--- src/rtl/vending_pkg.sv ---
// rtl/vending_pkg.sv - shared keypad encodings and row-scan state type
package vending_pkg;

   localparam logic [2:0] COL_L    = 3'b100;
   localparam logic [2:0] COL_M    = 3'b010;
   localparam logic [2:0] COL_R    = 3'b001;
   localparam logic [2:0] COL_NONE = 3'b000;

   localparam logic [3:0] ROW_TOP  = 4'b1000;
   localparam logic [3:0] ROW_UP   = 4'b0100;
   localparam logic [3:0] ROW_LOW  = 4'b0010;
   localparam logic [3:0] ROW_BOT  = 4'b0001;
   localparam logic [3:0] ROW_NONE = 4'b0000;

   // State value equals the index of the row being driven low.
   typedef enum logic [1:0] {
      ROW0 = 2'd0,
      ROW1 = 2'd1,
      ROW2 = 2'd2,
      ROW3 = 2'd3
   } row_state_t;

   typedef struct packed {
      logic [2:0] col;
      logic [3:0] row;
   } key_t;

   localparam key_t KEY_NONE = '{col: COL_NONE, row: ROW_NONE};

   function automatic logic [3:0] row_drive(input row_state_t s);
      return ~(4'b0001 << s);
   endfunction

endpackage

--- src/rtl/keypad_scanner_if.sv ---
// rtl/keypad_scanner_if.sv - keypad matrix lines and debounced key result
interface keypad_scanner_if;
   logic [2:0] kp_col_in;
   logic [3:0] kp_row_out;
   logic [2:0] coluna_out;
   logic [3:0] linha_out;
   logic       key_strobe_out;

   modport slave (
      input  kp_col_in,
      output kp_row_out,
      output coluna_out,
      output linha_out,
      output key_strobe_out
   );

   modport master (
      output kp_col_in,
      input  kp_row_out,
      input  coluna_out,
      input  linha_out,
      input  key_strobe_out
   );
endinterface

--- src/rtl/kp_sync.sv ---
// rtl/kp_sync.sv - 3-bit two-flop synchronizer, resets to idle (all ones)
module kp_sync (
   input  logic       clock_in,
   input  logic       reset_in,
   input  logic [2:0] d,
   output logic [2:0] q
);

   logic [2:0] meta;

   always_ff @(posedge clock_in or posedge reset_in) begin
      if (reset_in) begin
         meta <= 3'b111;
         q    <= 3'b111;
      end else begin
         meta <= d;
         q    <= meta;
      end
   end

endmodule

--- src/rtl/keypad_scanner.sv ---
// rtl/keypad_scanner.sv - 3x4 keypad row scanner with whole-frame debounce
module keypad_scanner
   import vending_pkg::*;
#(
   parameter int SCAN_DIV       = 1000,
   parameter int DEBOUNCE_SCANS = 8
) (
   input  logic            clock_in,
   input  logic            reset_in,
   keypad_scanner_if.slave kp
);

   localparam int             DIV_W    = $clog2(SCAN_DIV);
   localparam logic [DIV_W-1:0] DIV_LAST = DIV_W'(SCAN_DIV - 1);
   localparam logic [3:0]     DEB_MAX  = 4'(DEBOUNCE_SCANS);

   logic [2:0]       col_sync;
   logic [DIV_W-1:0] div;
   logic             slot_end;
   logic             frame_end;
   row_state_t       state, state_nxt;
   logic [3:1][2:0]  hits;
   logic [11:0]      frame_bits;
   key_t             cand, last_cand, out_key;
   logic [3:0]       stable_cnt;
   logic             strobe;

   kp_sync u_sync (
      .clock_in (clock_in),
      .reset_in (reset_in),
      .d        (kp.kp_col_in),
      .q        (col_sync)
   );

   assign slot_end  = (div == DIV_LAST);
   assign frame_end = slot_end && (state == ROW0);

   always_ff @(posedge clock_in or posedge reset_in) begin
      if (reset_in) div <= '0;
      else if (slot_end) div <= '0;
      else div <= div + 1'b1;
   end

   always_ff @(posedge clock_in or posedge reset_in) begin
      if (reset_in) state <= ROW3;
      else state <= state_nxt;
   end

   always_comb begin
      state_nxt = state;
      if (slot_end) begin
         case (state)
            ROW3: state_nxt = ROW2;
            ROW2: state_nxt = ROW1;
            ROW1: state_nxt = ROW0;
            ROW0: state_nxt = ROW3;
            default: state_nxt = ROW3;
         endcase
      end
   end

   always_comb begin
      kp.kp_row_out = row_drive(state);
   end

   always_ff @(posedge clock_in or posedge reset_in) begin
      if (reset_in) begin
         hits <= '0;
      end else if (slot_end) begin
         case (state)
            ROW3: hits[3] <= ~col_sync;
            ROW2: hits[2] <= ~col_sync;
            ROW1: hits[1] <= ~col_sync;
            default: ;
         endcase
      end
   end

   // Bottom row is taken live on the frame-end cycle, so it is never stored.
   assign frame_bits = {hits[3], hits[2], hits[1], ~col_sync};

   always_comb begin
      cand = KEY_NONE;
      if ($countones(frame_bits) == 1) begin
         cand.col = hits[3] | hits[2] | hits[1] | ~col_sync;
         cand.row = {|hits[3], |hits[2], |hits[1], |(~col_sync)};
      end
   end

   always_ff @(posedge clock_in or posedge reset_in) begin
      if (reset_in) begin
         last_cand  <= KEY_NONE;
         stable_cnt <= '0;
         out_key    <= KEY_NONE;
         strobe     <= 1'b0;
      end else begin
         strobe <= 1'b0;
         if (frame_end) begin
            if (cand == last_cand) begin
               if (stable_cnt != DEB_MAX) stable_cnt <= stable_cnt + 4'd1;
               if (stable_cnt == DEB_MAX - 4'd1) begin
                  out_key <= last_cand;
                  strobe  <= (last_cand != KEY_NONE);
               end
            end else begin
               stable_cnt <= '0;
               last_cand  <= cand;
            end
         end
      end
   end

   assign kp.coluna_out     = out_key.col;
   assign kp.linha_out      = out_key.row;
   assign kp.key_strobe_out = strobe;

endmodule

--- src/flat_wrapper.sv ---
// flat-port wrapper written by rule: the top's interface ports become plain ports
module keypad_scanner_flat import vending_pkg::*;
#(
   parameter int SCAN_DIV       = 1000,
   parameter int DEBOUNCE_SCANS = 8
)
  (clock_in, reset_in, kp_kp_col_in, kp_kp_row_out, kp_coluna_out, kp_linha_out, kp_key_strobe_out);
  keypad_scanner_if kp_i ();
  input  logic clock_in;
  input  logic reset_in;
  input wire logic [$bits(kp_i.kp_col_in)-1:0] kp_kp_col_in;
  output wire logic [$bits(kp_i.kp_row_out)-1:0] kp_kp_row_out;
  output wire logic [$bits(kp_i.coluna_out)-1:0] kp_coluna_out;
  output wire logic [$bits(kp_i.linha_out)-1:0] kp_linha_out;
  output wire logic [$bits(kp_i.key_strobe_out)-1:0] kp_key_strobe_out;
  assign kp_i.kp_col_in = kp_kp_col_in;
  assign kp_kp_row_out = kp_i.kp_row_out;
  assign kp_coluna_out = kp_i.coluna_out;
  assign kp_linha_out = kp_i.linha_out;
  assign kp_key_strobe_out = kp_i.key_strobe_out;
  keypad_scanner #(.SCAN_DIV(SCAN_DIV), .DEBOUNCE_SCANS(DEBOUNCE_SCANS)) u_core (.clock_in(clock_in), .reset_in(reset_in), .kp(kp_i));
endmodule
--- config.mk ---
export PLATFORM = sky130hd
export DESIGN_NAME = keypad_scanner_flat
export DESIGN_NICKNAME = d
export VERILOG_FILES = /design/src/rtl/vending_pkg.sv /design/src/rtl/keypad_scanner_if.sv /design/src/rtl/kp_sync.sv /design/src/rtl/keypad_scanner.sv /design/src/flat_wrapper.sv
export SDC_FILE = /design/constraint.sdc
export NUM_CORES = 1
export LEC_CHECK = 0
export ABC_CLOCK_PERIOD_IN_PS = 8650
export CAP_MARGIN = 20
export CORE_AREA = 2 2 73 75
export CTS_CLUSTER_DIAMETER = 150
export DETAILED_ROUTE_END_ITERATION = 6
export DIE_AREA = 0 0 75 77
export PLACE_DENSITY = 0.83
export SKIP_LAST_GASP = 1
export SLEW_MARGIN = 15
export SYNTH_ARGS = -nofsm -noshare
export SYNTH_HDL_FRONTEND = slang
export SYNTH_SLANG_ARGS = --single-unit
--- constraint.sdc ---
create_clock -name clock_in -period 8.65 [get_ports clock_in]
set_input_delay 1.73 -clock clock_in [delete_from_list [all_inputs] [get_ports clock_in]]
set_output_delay 1.73 -clock clock_in [all_outputs]
set_load 0.01 [all_outputs]
# Word level (Yosys, flattened, before mapping)

Cells that the tools add are included.

Equal/unequal tests: 9
Shift-type cells: 1
Reduce and logical (&&, ||, !) cells: 13
Bitwise operators: 6
Mux-type cells: 8
Add/subtract/negate cells: 13

Operator list:

| kind                    | number |
|---|---|
| $add A32 B32 Y32        | 5 |
| $eq A32 B2 Y1 const B   | 1 |
| $add A1 B1 Y2           | 6 |
| $reduce_or A3 Y1        | 4 |
| $add A10 B1 Y10 const B | 1 |
| $eq A10 B10 Y1 const B  | 1 |
| $mux W10                | 1 |
| $reduce_and A2 Y1       | 5 |
| $or A3 B3 Y3            | 3 |
| $mux W4                 | 2 |
| $pmux W2 S4             | 1 |
| $eq A7 B7 Y1            | 1 |
| $mux W7                 | 1 |
| $reduce_bool A7 Y1      | 1 |
| $add A4 B1 Y4 const B   | 1 |
| $eq A2 B2 Y1 const B    | 2 |
| $eq A4 B3 Y1 const B    | 1 |
| $ne A4 B4 Y1 const B    | 1 |
| $not A4 Y4              | 1 |
| $shl A1 B2 Y4 const A   | 1 |
| $mux W1                 | 3 |
| $not A3 Y3              | 1 |
| $reduce_and A3 Y1       | 1 |
| $eq A2 B1 Y1 const B    | 1 |
| 4 further kinds         | 4 |

Input bits: 5
Output and inout port bits: 12
Register bits: 46

# Logic depth before layout (Yosys ltp)

Gate-level depths: netlist of run 1.

Depth in word-level cells: 10
Depth in mapped cells: 16
Depth with buffers taken out: 15

# By module

Synthesis of run 1 repeated with hierarchy kept, for this count alone.

Cell total of the unflattened synthesis: 236
Area, all modules: 2494.9 um2

Modules (own cells, without submodules):

| module         | area an instance (um2) | cells an instance | sequential area each (um2) | times used |
|---|---|---|---|---|
| keypad_scanner | 2333.5                 | 229               | 1003.5                     | 1 |
| kp_sync        | 161.4                  | 7                 | 157.7                      | 1 |

# Worst setup path before layout of run 1

No wires, ideal clock.

Path kind: reg2reg
Start point: register u_core.hits, in the netlist u_core.frame_bits[10]
End point: register u_core.last_cand[1] (netlist name)
Path buffers: 0
Setup slack: 4023 ps
Arrival time: 4502 ps
Cell stages (with the launch flop): 15
Period minus slack after synthesis: 4627 ps
Cell sequence: dfrtp_1 > ha_1 > inv_1 > fa_1 > fa_1 > fa_1 > inv_1 > ha_1 > fa_1 > nor4b_2 > o211ai_2 > a41o_1 > a22o_2 > a31oi_4 > mux2_4

Longest elaborated chain between the ends: 8
Elaborated cells between the ends (all ways): 12
Classes of those cells: add/sub (3); eq/ne (2); mux (1); bitwise (4); reduce/logical (2)

RTL lines:

| element                                              | RTL line              | RTL |
|---|---|---|
| start, declared                                      | keypad_scanner.sv:22  | `logic [3:1][2:0] hits;` |
| $add A1 B1 Y2 (implied by the code)                  | keypad_scanner.sv:84  | `if ($countones(frame_bits) == 1) begin` |
| $add A32 B32 Y32 (implied by the code) (2 in series) | keypad_scanner.sv:84  |  |
| $eq A32 B2 Y1                                        | keypad_scanner.sv:84  |  |
| $mux W7 (*)                                          | keypad_scanner.sv:84  |  |
| $eq A7 B7 Y1                                         | keypad_scanner.sv:99  | `if (cand == last_cand) begin` |
| $not A1 Y1 (no line)                                 | n/a                   |  |
| $reduce_and A2 Y1 (no line)                          | n/a                   |  |
| end signal, assigned                                 | keypad_scanner.sv:107 | `last_cand <= cand;` |
| end, declared                                        | keypad_scanner.sv:24  | `key_t cand, last_cand, out_key;` |

Every way passes the cells marked *; elsewhere a longest branch is shown, timed or not.
A chain may end at the register's enable or synchronous reset.

# Final worst setup path of run 1

Start point: register u_core.hits, in the netlist u_core.frame_bits[10]
End point: register u_core.last_cand[4] (netlist name)

The elaborated chain is that of the path after synthesis.

==> metrics.md, run 1 <==
| Metric | Value |
|---|---|
| Post-synth top area cell | `sky130_fd_sc_hd__dfrtp_1` |
| Transition time at the pin with the least slew margin | `0.654 ns` |
| Setup Buffers After CTS | `0` |
| Data arrival time of the worst path | `5.28 ns` |
| Count of state elements after synthesis | `46` |
| Number of flops mapped to enable cells by yosys | `0` |
| Share of total power in the clock network | `44.0%` |
| Clock tree from TritonCTS | `built` |
| Power share of the combinational group | `6.0%` |
| IO Pins | `17` |
| Overall overflow remaining after global route | `0` |
| Async S/R FF share, synth | `100%` |
| IO Port Bufs | `16` |
| Worst-case clock buffer depth | `2` |
| Static Leak | `1.38 nW` |
| Sequential share of power | `50.0%` |
| Clock transition at the register clock pins on the worst setup and hold paths after CTS | `0.08 ns` |
| Aggregate negative setup slack | `0 ns` |
| Vertical die dimension | `77 um` |
| Routability cong. | `0.845` |
| Post-layout minimum cycle time | `5.09 ns` |
| Area grow syn2layout | `14.2%` |
| DRT Pass-1 Iters | `4` |
| Dominant cells by area after synthesis | `sky130_fd_sc_hd__dfrtp_1 35%, sky130_fd_sc_hd__ha_1 8.8%, sky130_fd_sc_hd__dfstp_2 7.8%` |
| Post-route standard cell area excluding fillers | `3070 sq um` |
| Clock tree sinks | `46` |
| Violation count after the first detailed-routing iteration | `82` |
| Design internal power | `0.000351 W` |
| Hold Crit Class | `flop to flop` |
| Average wire per cell in the routed design | `13.9 um` |
| Share of the clock period used by the worst path | `58.8%` |
| Run status | `finished, final reports clean` |
| Floorplan die width | `75 um` |
| Proportion of netlist area held by the largest area contributor | `35.4%` |
| CP Data Required Time | `8.84 ns` |
| Kind of launch point of the worst setup path | `flop` |
| Count of instances resized after the clock tree is built | `0` |
| Synthesized net count | `268` |
| Prevailing post-synth register cell | `sky130_fd_sc_hd__dfrtp_1` |
| Worst IR Drop VDD | `121 uV` |
| Switching fraction of total power | `20.0%` |
| Register area share after synthesis | `43.2%` |
| Final nets | `290` |
| Synth Cell Area | `2690 sq um` |
| Commonest cells in the synthesized netlist | `38 x sky130_fd_sc_hd__dfrtp_1, 34 x sky130_fd_sc_hd__inv_1, 20 x sky130_fd_sc_hd__nand2_1, 19 x sky130_fd_sc_hd__ha_1, 18 x sky130_fd_sc_hd__nor2_1` |
| DIE AREA | `5780 sq um` |
| Worst clock skew | `0.00850 ns` |
| Final ANT Viol Nets | `0` |
| Number of H-tree branching levels | `2` |
| Nature of the critical path endpoint | `flop` |
| Number of failing setup endpoints in the final timing report | `0` |
| Net switching power figure | `0.0000877 W` |
| Average via count per standard cell | `5.28` |
| Routed vias | `1743` |
| Number of warnings issued by yosys | `0` |
| Path type of the worst setup path | `flop to flop` |
| FMAX | `0.197 GHz` |
| Antenna violations before repair | `0` |
| Per-instance average area after synthesis | `11.3 sq um` |
| Ant. Diodes | `0` |
| Number of global-route vias before repair | `1761` |
| RSZ-0062 raised after global routing | `false` |
| Cts-stage hold buffer count | `0` |
| Initial Util | `54.0%` |
| Clock Tree Root | `sky130_fd_sc_hd__clkbuf_8` |
| Slew Viols, Final | `0` |
| DRC Markers | `0` |
| PD cells | `143 nW/um^2` |
| Std-Cell Core Area | `4980 sq um` |
| Gate Count Post-Synth | `237` |
| Final wirelength | `4580 um` |
| Largest net degree at the start of global routing | `47` |
| Overall fraction of global-route tracks in use | `18.7%` |
| HPWL after detailed placement | `3460 um` |
| Layout cell share with drive strength beyond 1 | `17.3%` |
| First-pass GRT wire length | `8160 um` |
| Relative max-transition margin | `56.0%` |
| Max Cap Violations | `0` |
| Final hold vios | `0` |
| Number of unique standard cell types used by synthesis | `48` |
| Clock latency reported for the late side of the worst-skew pair | `0.30 ns` |
| Cell with the most instances after synthesis | `sky130_fd_sc_hd__dfrtp_1` |
| Placement Cell Area | `2930 sq um` |
| Number of buffers added by the clock tree synthesis step | `5` |
| Rows | `26` |
| Largest fanout of any net on the critical path | `13` |
[worst max-delay path: stages, from the launching register on]
cell and delay (ns):
sky130_fd_sc_hd__dfrtp_1 0.44, sky130_fd_sc_hd__ha_1 0.30, sky130_fd_sc_hd__inv_1 0.05, sky130_fd_sc_hd__fa_1 0.56, sky130_fd_sc_hd__fa_1 0.45, sky130_fd_sc_hd__fa_1 0.52, sky130_fd_sc_hd__inv_1 0.04, sky130_fd_sc_hd__ha_1 0.21
sky130_fd_sc_hd__fa_1 0.46, sky130_fd_sc_hd__nor4b_2 0.29, sky130_fd_sc_hd__o211ai_2 0.32, sky130_fd_sc_hd__a21oi_1 0.35, sky130_fd_sc_hd__o32ai_4 0.17, sky130_fd_sc_hd__a31oi_4 0.46, sky130_fd_sc_hd__mux2_4 0.34
[layer usage]
layer  global-route usage [%]  routed length, um  vias up  part of all wire (%)
met2                     30.5               2300       26                    50
met4                     8.57                 66        0                   1.4
met5                        0                  0        -                     0
li1                         -                  -      853                     -
met1                     23.5               2040      858                    45
met3                     3.42                172        6                   3.8
[state kept, by name, indices dropped and copies added (netlist names)]
register / cells
u_core.u_sync.q: 3
u_core.stable_cnt: 4
u_core.kp.key_strobe_out: 1
u_core.last_cand: 7
u_core.kp.coluna_out: 3
u_core.u_sync.meta: 3
u_core.frame_bits: 9
u_core.state: 2
u_core.div: 10
u_core.kp.linha_out: 4
[final cells by class]
class / instances / area [sq um]
clock buffers: 6 / 82.6
clock inverters: 2 / 60.1
fillers: 408 / 1910
inverters: 34 / 128
multi-input cells: 155 / 1390
flip-flops and latches: 46 / 1160
well taps: 70 / 87.6
repair buffers: 17 / 168
[layout by cell type, fill, tap and decap left out, types with 6 or more instances in the layout]
cell                              instances
sky130_fd_sc_hd__o21ai_0                 12
sky130_fd_sc_hd__dfrtp_1                 38
sky130_fd_sc_hd__nand3_1                  6
sky130_fd_sc_hd__xor2_1                   8
sky130_fd_sc_hd__ha_1                    19
sky130_fd_sc_hd__fa_1                     7
sky130_fd_sc_hd__clkbuf_8                 6
sky130_fd_sc_hd__dfstp_2                  8
sky130_fd_sc_hd__mux2_4                   7
sky130_fd_sc_hd__clkdlybuf4s50_1         16
sky130_fd_sc_hd__nor2_1                  18
sky130_fd_sc_hd__nand2_1                 20
sky130_fd_sc_hd__inv_1                   33
[stage by stage]
| step | power (W) | setup slack (ns) | cells | hold slack [ns] | utilization [%] |
|---|---|---|---|---|---|
| after floorplan | 0.000245 | 4.02 | 237 | 0.345 | - |
| after detailed placement | 0.000250 | 3.55 | 322 | 0.349 | 58.8 |
| after global routing | 0.000458 | 3.27 | 330 | 0.366 | 61.7 |
| after CTS | 0.000446 | 3.52 | 330 | 0.361 | 61.7 |
| final | 0.000439 | 3.56 | 330 | 0.359 | 61.7 |
| after global placement | 0.000249 | 3.69 | 322 | 0.348 | 58.8 |
[worst paths after layout]
check                                      start                      to  slack (ns)  cells past startpoint
hold / removal             u_core.u_sync.meta[2]      u_core.u_sync.q[2]        0.36                      0
min in group asynchronous               reset_in           u_core.div[6]        1.86                      3
setup reg to reg           u_core.frame_bits[10]     u_core.last_cand[4]        3.56                     14
setup / recovery           u_core.frame_bits[10]     u_core.last_cand[4]        3.56                     14
hold reg to reg            u_core.u_sync.meta[2]      u_core.u_sync.q[2]        0.36                      0
max in group asynchronous               reset_in  u_core.kp.linha_out[1]        6.41                      3
[cell families after synthesis]
group / synth area share, %
AO/OA/AOI/OAI: 11.1
XOR/XNOR: 3.26
adder cells (fa/ha/maj): 14.1
buffers and inverters: 5.30
flip-flops: 43.2
multiplexers: 7.58
AND/OR/NAND/NOR: 15.5
[power by group through the flow]
stage	registers [W]	logic, W	clock network (W)
final	0.000219	0.0000265	0.000193
after global routing	0.000220	0.0000298	0.000209
after CTS	0.000219	0.0000272	0.000199
after detailed placement	0.000223	0.0000269	0
after global placement	0.000223	0.0000257	0
after floorplan	0.000223	0.0000222	0
Power figures use the tool's default switching activity.
==> run 2, diff against run 1 <==
--- a/config.mk
+++ b/config.mk
@@ -5,13 +5,13 @@
 export SDC_FILE = /design/constraint.sdc
 export NUM_CORES = 1
 export LEC_CHECK = 0
-export ABC_CLOCK_PERIOD_IN_PS = 8650
+export ABC_CLOCK_PERIOD_IN_PS = 4400
 export CAP_MARGIN = 20
-export CORE_AREA = 2 2 73 75
+export CORE_AREA = 2 2 75 77
 export CTS_CLUSTER_DIAMETER = 150
 export DETAILED_ROUTE_END_ITERATION = 6
-export DIE_AREA = 0 0 75 77
-export PLACE_DENSITY = 0.83
+export DIE_AREA = 0 0 77 79
+export PLACE_DENSITY = 0.82
 export SKIP_LAST_GASP = 1
 export SLEW_MARGIN = 15
 export SYNTH_ARGS = -nofsm -noshare
==> constraint.sdc (replaced) <==
create_clock -name clock_in -period 4.4 [get_ports clock_in]
set_input_delay 0.88 -clock clock_in [delete_from_list [all_inputs] [get_ports clock_in]]
set_output_delay 0.88 -clock clock_in [all_outputs]
set_load 0.01 [all_outputs]
==> run 2 against run 1 <==
Effect of this change: the flow now finishes with violations (negative setup slack); largest power group unchanged; clock-buffer cell count unchanged; worst hold slack about the same; register-to-register slack lost 3.9 ns; cell count grew 7.6%.
==> metrics.md, run 2 (synthesis results as in run 1) <==
| Metric | Value |
|---|---|
| Run status | `finished with violations` |
| Violations in the final reports | `negative setup slack` |
| Largest net degree at the start of global routing | `47` |
| Final hold vios | `0` |
| Initial Util | `50.4%` |
| Slew Viols, Final | `0` |
| Floorplan die width | `77 um` |
| Share of the clock period used by the worst path | `108%` |
| Number of global-route vias before repair | `1979` |
| FMAX | `0.210 GHz` |
| Clock tree from TritonCTS | `built` |
| Worst IR Drop VDD | `212 uV` |
| Clock Tree Root | `sky130_fd_sc_hd__clkbuf_8` |
| RSZ-0062 raised after global routing | `true` |
| Worst setup slack after placement | `-0.318 ns` |
| Placement Cell Area | `3100 sq um` |
| Number of H-tree branching levels | `2` |
| Antenna violations before repair | `0` |
| Worst-case clock buffer depth | `2` |
| Worst clock skew | `0.00919 ns` |
| Max Cap Violations | `0` |
| Routability cong. | `0.844` |
| Hold Crit Class | `flop to flop` |
| Relative max-transition margin | `55.1%` |
| Overall fraction of global-route tracks in use | `18.2%` |
| Most common library cell in the layout ignoring fill and taps | `sky130_fd_sc_hd__dfrtp_1` |
| Clock latency reported for the late side of the worst-skew pair | `0.30 ns` |
| Nature of the critical path endpoint | `flop` |
| Global route hottest layer | `met2` |
| Post-route standard cell area excluding fillers | `3300 sq um` |
| DRT Pass-1 Iters | `4` |
| Kind of launch point of the worst setup path | `flop` |
| HPWL after detailed placement | `3700 um` |
| Share of the core filled with cells | `61.9%` |
| Clock transition at the register clock pins on the worst setup and hold paths after CTS | `0.09 ns` |
| Overall overflow remaining after global route | `0` |
| Layout cell share with drive strength beyond 1 | `28.3%` |
| Final wirelength | `4990 um` |
| Path type of the worst setup path | `flop to flop` |
| Area grow syn2layout | `22.8%` |
| Global-route met3 utilization | `3.18%` |
| Transition time at the pin with the least slew margin | `0.669 ns` |
| Final nets | `313` |
| DRC Markers | `0` |
| PD cells | `247 nW/um^2` |
| IO Pins | `17` |
| Number of buffers added by the clock tree synthesis step | `5` |
| Maximum cell stage delay along the critical path | `0.54 ns` |
| Cts-stage hold buffer count | `0` |
| Average via count per standard cell | `5.28` |
| Most used cells in the layout excluding fill and tap cells | `38 x sky130_fd_sc_hd__dfrtp_1, 26 x sky130_fd_sc_hd__inv_1, 21 x sky130_fd_sc_hd__buf_4` |
| First-pass GRT wire length | `8780 um` |
| Largest Register | `u_core.div` |
| Slack of the critical path | `-0.359 ns` |
| CP max-delay cell | `sky130_fd_sc_hd__fa_1` |
| Largest fanout of any net on the critical path | `6` |
| Cells along the critical path | `inv_2 -> ha_4 -> inv_2 -> fa_1 -> fa_1 -> fa_1 -> inv_2 -> ha_4 -> fa_1 -> nor4b_2 -> o211ai_2 -> a41o_1 -> a22o_4 -> a31oi_4 -> buf_12 -> mux2_4` |
| Post-layout minimum cycle time | `4.76 ns` |
| Violation count after the first detailed-routing iteration | `67` |
| Average wire per cell in the routed design | `14.1 um` |
| Clock tree sinks | `46` |
| DIE AREA | `6080 sq um` |
| Rows | `27` |
| Flip-flop count of the largest register after layout | `10` |
| Ant. Diodes | `0` |
| Static Leak | `1.48 nW` |
| Met1 track utilization from global routing | `22.3%` |
| Routed vias | `1876` |
| Number of failing setup endpoints in the final timing report | `19` |
| Data arrival time of the worst path | `4.94 ns` |
| Met2 Use GR | `33.0%` |
| Final ANT Viol Nets | `0` |
| Worst hold slack | `0.360 ns` |
| IO Port Bufs | `16` |
| Std-Cell Core Area | `5340 sq um` |
| Vertical die dimension | `79 um` |
| CP Data Required Time | `4.58 ns` |
| Most common cell on crit path | `sky130_fd_sc_hd__fa_1` |
run 2: layer usage:
metal	wire length, um	vias up
met1	2190	930
li1	-	904
met4	47	0
met5	0	-
met2	2600	35
met3	153	7
run 2: layout make-up:
class / count / area [sq um]
clock buffer: 6 / 72.6
clock inverter: 2 / 37.5
fill: 450 / 2030
inverter: 34 / 128
multi-input combinational: 155 / 1450
sequential: 46 / 1160
tap: 72 / 90.1
timing repair buffer: 40 / 360
run 2: stage by stage:
| stage | power, W | TNS, ns | instances |
|---|---|---|---|
| after floorplan | 0.000484 | -1.69 | 237 |
| final | 0.000814 | -4.92 | 355 |
| after detailed placement | 0.000507 | -5.06 | 341 |
| after global routing | 0.000852 | -8.53 | 355 |
| after CTS | 0.000819 | -5.16 | 351 |
| after global placement | 0.000504 | -1.91 | 341 |
run 2: critical path, delay by kind of cell (launching register included):
| family | cells | cell delay (ns) |
|---|---|---|
| mux | 1 | 0.30 |
| fa+ha+maj | 6 | 2.34 |
| buf+inv | 4 | 0.30 |
| flops | 1 | 0.38 |
| compound gates | 4 | 1.00 |
| simple gates | 1 | 0.32 |
run 2: final timing paths:
kind | from | end | slack, ns | cells after the start
max in group asynchronous | reset_in | u_core.u_sync.q[0] | 3.00 | 3
min reg2reg | u_core.u_sync.meta[0] | u_core.u_sync.q[0] | 0.36 | 0
min | u_core.u_sync.meta[0] | u_core.u_sync.q[0] | 0.36 | 0
min in group asynchronous | reset_in | u_core.div[9] | 1.02 | 3
max | u_core.frame_bits[7] | u_core.last_cand[0] | -0.36 | 16
max reg2reg | u_core.frame_bits[7] | u_core.last_cand[0] | -0.36 | 16
run 2: power breakdown:
part | internal, W | leakage [nW] | switching [W]
Clock | 0.000169 | 0.0514 | 0.000137
Combinational | 0.0000375 | 0.829 | 0.0000406
Sequential | 0.000428 | 0.600 | 0.00000246
Total | 0.000634 | 1.48 | 0.000180
run 2: what timing repair did:
item	in CTS	in global routing
setup buffers	2	4
gates resized for setup	3	12
pin swaps	3	16
endpoints found under the setup margin	19	19
